**config.mk**
```make
export PLATFORM = sky130hd
export DESIGN_NAME = commit_mem_fillctrl
export DESIGN_NICKNAME = d
export VERILOG_FILES = /design/src/rtl/commit_mem_fillctrl_pkg.sv /design/src/rtl/commit_mem_fillctrl.sv
export SDC_FILE = /design/constraint.sdc
export NUM_CORES = 1
export LEC_CHECK = 0
export ABC_AREA = 1
export BUFFER_PORTS_ARGS = -buffer_cell sky130_fd_sc_hd__clkbuf_2
export CAP_MARGIN = 20
export CORE_UTILIZATION = 30
export DETAILED_ROUTE_END_ITERATION = 8
export SLEW_MARGIN = 40
export SYNTH_ARGS = -nofsm -noshare
export SYNTH_HDL_FRONTEND = slang
export SYNTH_SLANG_ARGS = --single-unit
```
**constraint.sdc**
```tcl
create_clock -name clk -period 10.75 [get_ports clk]
set_input_delay 0.5375 -clock clk [delete_from_list [all_inputs] [get_ports clk]]
set_output_delay 0.5375 -clock clk [all_outputs]
set_load 0.01 [all_outputs]
```
**src/rtl/commit_mem_fillctrl_pkg.sv**
```systemverilog
// Shared definitions for the commit-stage memory path: fill FSM states,
// line geometry and read-burst encodings.
package commit_mem_fillctrl_pkg;

    localparam int LINE_WORDS = 8;

    // Word index of a byte address inside a 32-byte line.
    localparam int LINE_OFF_HI = 4;
    localparam int LINE_OFF_LO = 2;

    localparam logic BURST_SINGLE = 1'b0;
    localparam logic BURST_WRAP   = 1'b1;

    typedef enum logic [1:0] {
        FILL_IDLE,
        FILL_AR,
        FILL_DATA
    } fill_state_e;

endpackage

```
**src/rtl/commit_mem_fillctrl.sv**
```systemverilog
// Miss-fill controller: turns one load-miss request into a single AR burst and
// streams the returned beats into the commit load buffer.
module commit_mem_fillctrl
    import commit_mem_fillctrl_pkg::*;
#(
    parameter int LINE_WORDS = 8
) (
    input  logic        clk,
    input  logic        reset,
    input  logic        req_valid,
    output logic        req_ready,
    input  logic [31:0] req_addr,
    input  logic        req_uncached,
    output logic        m_arvalid,
    input  logic        m_arready,
    output logic [31:0] m_araddr,
    output logic [2:0]  m_arlen,
    output logic        m_arburst,
    input  logic        m_rvalid,
    output logic        m_rready,
    input  logic [31:0] m_rdata,
    input  logic        m_rlast,
    output logic        wea,
    output logic [31:0] addra,
    output logic [31:0] dina,
    output logic        web,
    output logic [31:0] addrb,
    output logic [31:0] dinb,
    output logic        wec,
    output logic        fill_done,
    output logic        fill_err
);

    localparam logic [2:0]  LAST_BEAT = 3'(LINE_WORDS - 1);
    localparam logic [31:0] WORD_MASK = 32'hFFFF_FFFC;

    fill_state_e r_state;
    fill_state_e w_next;

    logic [31:0] r_addr;
    logic [2:0]  r_arlen;
    logic        r_arburst;
    logic [2:0]  r_cnt;
    logic        r_rlastEarly;

    logic        r_wea;
    logic        r_web;
    logic        r_wec;
    logic [31:0] r_addra;
    logic [31:0] r_addrb;
    logic [31:0] r_wdata;
    logic        r_done;
    logic        r_err;

    logic        w_accept;
    logic        w_rHs;
    logic        w_lastBeat;
    logic        w_uncached;
    logic [2:0]  w_idx;

    assign w_accept   = req_ready & req_valid;
    assign w_rHs      = m_rready & m_rvalid;
    assign w_lastBeat = (r_cnt == r_arlen);
    assign w_uncached = (r_arburst == BURST_SINGLE);
    assign w_idx      = r_addr[LINE_OFF_HI:LINE_OFF_LO] + r_cnt;

    always_ff @(posedge clk or posedge reset) begin
        if (reset) begin
            r_state <= FILL_IDLE;
        end else begin
            r_state <= w_next;
        end
    end

    always_comb begin
        w_next    = r_state;
        req_ready = 1'b0;
        m_arvalid = 1'b0;
        m_rready  = 1'b0;
        case (r_state)
            FILL_IDLE: begin
                req_ready = 1'b1;
                if (req_valid) w_next = FILL_AR;
            end
            FILL_AR: begin
                m_arvalid = 1'b1;
                if (m_arready) w_next = FILL_DATA;
            end
            FILL_DATA: begin
                m_rready = 1'b1;
                if (m_rvalid && w_lastBeat) w_next = FILL_IDLE;
            end
            default: w_next = FILL_IDLE;
        endcase
    end

    // Beat count alone ends the fill; rlast is only audited, with early
    // assertions remembered until the final beat reports them.
    always_ff @(posedge clk or posedge reset) begin
        if (reset) begin
            r_addr       <= '0;
            r_arlen      <= '0;
            r_arburst    <= BURST_SINGLE;
            r_cnt        <= '0;
            r_rlastEarly <= 1'b0;
            r_wea        <= 1'b0;
            r_web        <= 1'b0;
            r_wec        <= 1'b0;
            r_addra      <= '0;
            r_addrb      <= '0;
            r_wdata      <= '0;
            r_done       <= 1'b0;
            r_err        <= 1'b0;
        end else begin
            r_wea  <= 1'b0;
            r_web  <= 1'b0;
            r_wec  <= 1'b0;
            r_done <= 1'b0;
            r_err  <= 1'b0;
            if (w_accept) begin
                r_addr       <= req_addr;
                r_arlen      <= req_uncached ? 3'd0 : LAST_BEAT;
                r_arburst    <= req_uncached ? BURST_SINGLE : BURST_WRAP;
                r_cnt        <= '0;
                r_rlastEarly <= 1'b0;
                r_wec        <= ~req_uncached;
            end
            if (w_rHs) begin
                r_cnt   <= r_cnt + 3'd1;
                r_wdata <= m_rdata;
                if (w_uncached) begin
                    r_wea   <= 1'b1;
                    r_addra <= r_addr & WORD_MASK;
                end else begin
                    r_web   <= 1'b1;
                    r_addrb <= {r_addr[31:LINE_OFF_HI+1], w_idx, 2'b00};
                end
                if (w_lastBeat) begin
                    r_done <= 1'b1;
                    r_err  <= ~m_rlast | r_rlastEarly;
                end else if (m_rlast) begin
                    r_rlastEarly <= 1'b1;
                end
            end
        end
    end

    assign m_araddr  = r_addr & WORD_MASK;
    assign m_arlen   = r_arlen;
    assign m_arburst = r_arburst;
    assign wea       = r_wea;
    assign addra     = r_addra;
    assign dina      = r_wdata;
    assign web       = r_web;
    assign addrb     = r_addrb;
    assign dinb      = r_wdata;
    assign wec       = r_wec;
    assign fill_done = r_done;
    assign fill_err  = r_err;

endmodule

```
; ---- After elaboration in Yosys (flattened, before gate mapping)
; Index checks and enable logic that the tools add are counted.
[classes]
addsub = 2
n_eq_ne = 6
mux = 24
bitwise = 6
n_reduce_logical = 6
[ops]
columns = operator, count
row1 = 1-bit two-way mux, 17
row2 = 3-bit two-way mux, 3
row3 = 2-bit two-way mux, 3
row4 = "2-bit != test, second input constant", 3
row5 = 2-bit case mux with 3 select lines, 1
row6 = 2-bit AND reduction, 2
row7 = "3-bit by 1-bit adder with 3-bit output, second input constant", 1
row8 = 3-bit adder, 1
row9 = 3-bit == test, 1
row10 = 1-bit NOT, 3
row11 = 3-bit AND reduction, 1
row12 = 1-bit bitwise AND, 2
row13 = "2-bit by 1-bit == test with 1-bit output, second input constant", 1
row14 = "2-bit == test, second input constant", 1
row15 = 2-bit logical NOT, 1
row16 = 2-bit nonzero test, 1
row17 = 1-bit logical AND, 1
row18 = 1-bit bitwise OR, 1
[totals]
reg_bits = 139
in_bits = 71

; ---- Logic depth before layout (Yosys ltp)
[logic_depth]
word_depth = 7
mapped_depth = 8
ltp_nobuf = 6

; ---- Least setup slack after synthesis
; No wires, ideal clock.
[synth_path]
path_type = input port to flip-flop
startpoint = input m_rvalid
endpoint = register r_addrb[12], in the netlist addrb[12]
setup_time_ps = 118
arrival_ps = 1197
setup_slack_ps = 9435
stages = 7
n_path_buf = 2
cell_sequence = nand3_2 inv_4 nand2_2 buf_6 buf_6 nand2_1 o21ai_2
[synth_between]
elab_chain_cells = 2
[synth_lines]
columns = element, line_no
row1 = from (decl), commit_mem_fillctrl.sv:19  ; input logic m_rvalid,
row2 = 1-bit bitwise AND, commit_mem_fillctrl.sv:62  ; assign w_rHs = m_rready & m_rvalid;
row3 = 2-bit AND reduction (no source line), --
row4 = to (signal assigned), commit_mem_fillctrl.sv:136  ; r_addrb <= {r_addr[31:LINE_OFF_HI+1], w_idx, 2'b00};
row5 = to (decl), commit_mem_fillctrl.sv:50  ; logic [31:0] r_addrb;
; No other way between the ends.
; A chain may end at the register's enable or synchronous reset.

; ---- Worst setup path after layout
[layout_path]
startpoint = register r_state[0]
endpoint = register r_addrb[15], in the netlist addrb[15]
[layout_between]
elab_chain_cells = 4
[layout_lines]
columns = element, line_no
row1 = from (decl), commit_mem_fillctrl.sv:37  ; fill_state_e r_state;
row2 = from (signal assigned), commit_mem_fillctrl.sv:71  ; r_state <= w_next;
row3 = 2-bit == test, commit_mem_fillctrl.sv:80  ; case (r_state)
row4 = 1-bit two-way mux, commit_mem_fillctrl.sv:80
row5 = 1-bit bitwise AND, commit_mem_fillctrl.sv:62
row6 = 2-bit AND reduction (no source line), --
; No other way between the ends.

==> flow_summary.ini <==
[critical_path]
path_max_fanout = 41
worstSetupPathType = register to register
worstPathArrival_ns = 2.81
max_stage_delay_ns = 0.51
start_kind = register
critPathRequiredTime_ns = 11.03
crit_chain = inv_1 -> nand3_4 -> inv_4 -> nand2_2 -> buf_4 -> nand2_1 -> o21ai_2
slowest_stage = inv_4
worstSetupEndpointType = register

[timing]
hold_slack_ns = 0.215
relSlewSlack = 0.516
hold_viol = 0
fmax_ghz = 0.395
fin_setup_tns_ns = 0
period_share = 0.235
fin_crit_ns = 2.53
tightest_slew_ns = 0.726
setup_viol = 0
drv_slew = 0
rsz0062_at_grt = no
skew_ns = 0.0117

[grt]
antenna_found_initial = 0
grt_pass1_vias = 3927
grt_max_degree = 93
grt_pass1_wl_um = 20600
grt-ovfl-total = 0
grtUsageTotal = 0.146

[synth]
avgSynthCellArea_um2 = 9.57
syn_area_um2 = 5390
postSynthCellCount = 563
ys_seq_area_frac = 0.623
synth_area_leaders = dfrtp_1 (62%), nand2_1 (12%), buf_4 (5.7%), o21ai_0 (3.6%), a21oi_1 (2.8%)
yosys_warnings = 0
synth-seq-cells = 134
synth_top_area_cell = dfrtp_1
yosysUniqueCellTypes = 22
synth_top_area_frac = 0.623

[cells_and_area]
n_fill_cell = 1801
finalNetCount = 831
diodes = 0
drive_gt1_frac = 0.370
final_cell_mix = clkbuf_2 (234), nand2_1 (177), dfrtp_1 (134)
multiInputGateArea_um2 = 1460
final_common_cell = clkbuf_2
regArea_um2 = 3350
fin_cells = 995
fin_area_um2 = 7050
final_util = 0.405
syn2layout_area_growth_pct = 30.9

[hold_path]
hold_class = primary input to async pin

[place]
io_buffers = 234
place_hpwl_um = 8820
placed_area_um2 = 6450
routabilityCongestion = 0.735
dp_cells = 963

[power]
leakagePower_uw = 0.00397
power-per-cell-area_nw_per_um2 = 323
max-vdd-ir-drop_mv = 0.126

[route]
first_pass_iters = 5
drc_errors = 0
vias = 4183
postRouteAntennaNets = 0
drt_iter0_drc = 153
totalWireLength_um = 13100
drt-vias-per-instance = 4.20
avgRoutedWirePerCell_um = 13.1

[floorplanning]
die_w_um = 136
start_util = 0.309
core.rowCount = 48
die_h_um = 136
die_area_um2 = 18500
pin_count = 243
core_area_um2 = 17400

[cts]
cts_buffers = 17
post_cts.repair.setup_buffers = 0
cts_sinks = 134
cts_tree = done
cts_root_buffer = clkbuf_16
clockBufferDepth = 2
cts.htree.levels = 4
clkLatencyLatePin_ns = 0.41
cts_resized = 0
cts-hold-fix-buffers = 0
clk_pin_slew_ns = 0.06

[status]
status = complete, no violations

[flow_run]
maxCapViolCount = 0
[worst max-delay path, delay by kind of cell (launching register included)]
kind	cells	cell delay [ns]
flip-flops	1	0.37
AO/OA/AOI/OAI	1	0.05
AND/OR/NAND/NOR	3	0.91
buffers and inverters	3	1.06
[worst paths after layout]
| kind | startpoint | to | slack (ns) | cells after the start |
|---|---|---|---|---|
| setup / recovery | r_state[0] | addrb[15] | 8.22 | 7 |
| hold / removal | reset | r_addr[23] | 0.21 | 2 |
| setup reg to reg | r_state[0] | addrb[15] | 8.22 | 7 |
| hold reg to reg | addrb[3] | addrb[3] | 0.47 | 2 |
| max in group asynchronous | reset | addra[30] | 9.49 | 3 |
| min in group clk | req_uncached | wec | 0.28 | 2 |
[final cells by class]
class                      instances  area share
clock buffer                      17      0.0603
clock inverter                    15      0.0250
inverter                          39      0.0222
multi-input combinational        328       0.207
sequential                       134       0.476
tap                              225      0.0399
timing repair buffer             237       0.169
[synth_stat cells]
cell type  count
inv_1         38
conb_1         1
a21oi_1       30
buf_6          4
xnor2_1        1
nand3_2        1
o21ai_2       10
nand2_2        2
o21ai_1       13
dfrtp_1      134
o31ai_1        1
buf_2         15
nor3_1         1
ha_1           2
nand2_1      178
nor2_1        36
fa_1           1
o21ai_0       39
inv_4          1
buf_4         41
nand3_1        7
clkbuf_1       7
[power by group]
part | leakage (µW) | internal, µW | switching (µW)
Sequential | 0.00164 | 730 | 144
Combinational | 0.00204 | 315 | 496
Clock | 0.000290 | 366 | 227
[sequential cells by signal, summed over array words and instances, names as in the netlist]
| signal | count |
|---|---|
| wec | 1 |
| addrb | 30 |
| fill_done | 1 |
| r_rlastEarly | 1 |
| dina | 32 |
| fill_err | 1 |
| addra | 30 |
| web | 1 |
| wea | 1 |
| r_cnt | 3 |
| r_state | 2 |
| r_addr | 30 |
| m_arlen | 1 |
[cell families (layout without fill, tap and decap cells)]
logic type               count (synthesis)  after routing  synth area share
XOR/XNOR                                 1              1           0.00163
adder cells (fa/ha/maj)                  3              3           0.00836
other                                    1              6          0.000696
flip-flops                             134            134             0.623
buffers and inverters                  106            308             0.112
AND/OR/NAND/NOR                        225            225             0.161
AO/OA/AOI/OAI                           93             93            0.0939
[stage by stage]
step,worst slack [ns],power [µW]
floorplan,6.63,1400
global placement,7.38,1700
detailed placement,7.97,1710
CTS,8.07,2320
global route,7.84,2460
finish,8.22,2280
[routing by layer]
metal / GRT usage / vias up / part of all wire
li1: - / 2096 / -
met1: 0.189 / 1912 / 0.46
met2: 0.232 / 167 / 0.46
met3: 0.0470 / 8 / 0.069
met4: 0.0444 / 0 / 0.0089
met5: 0 / - / 0
(Power assumes the default switching activity.)
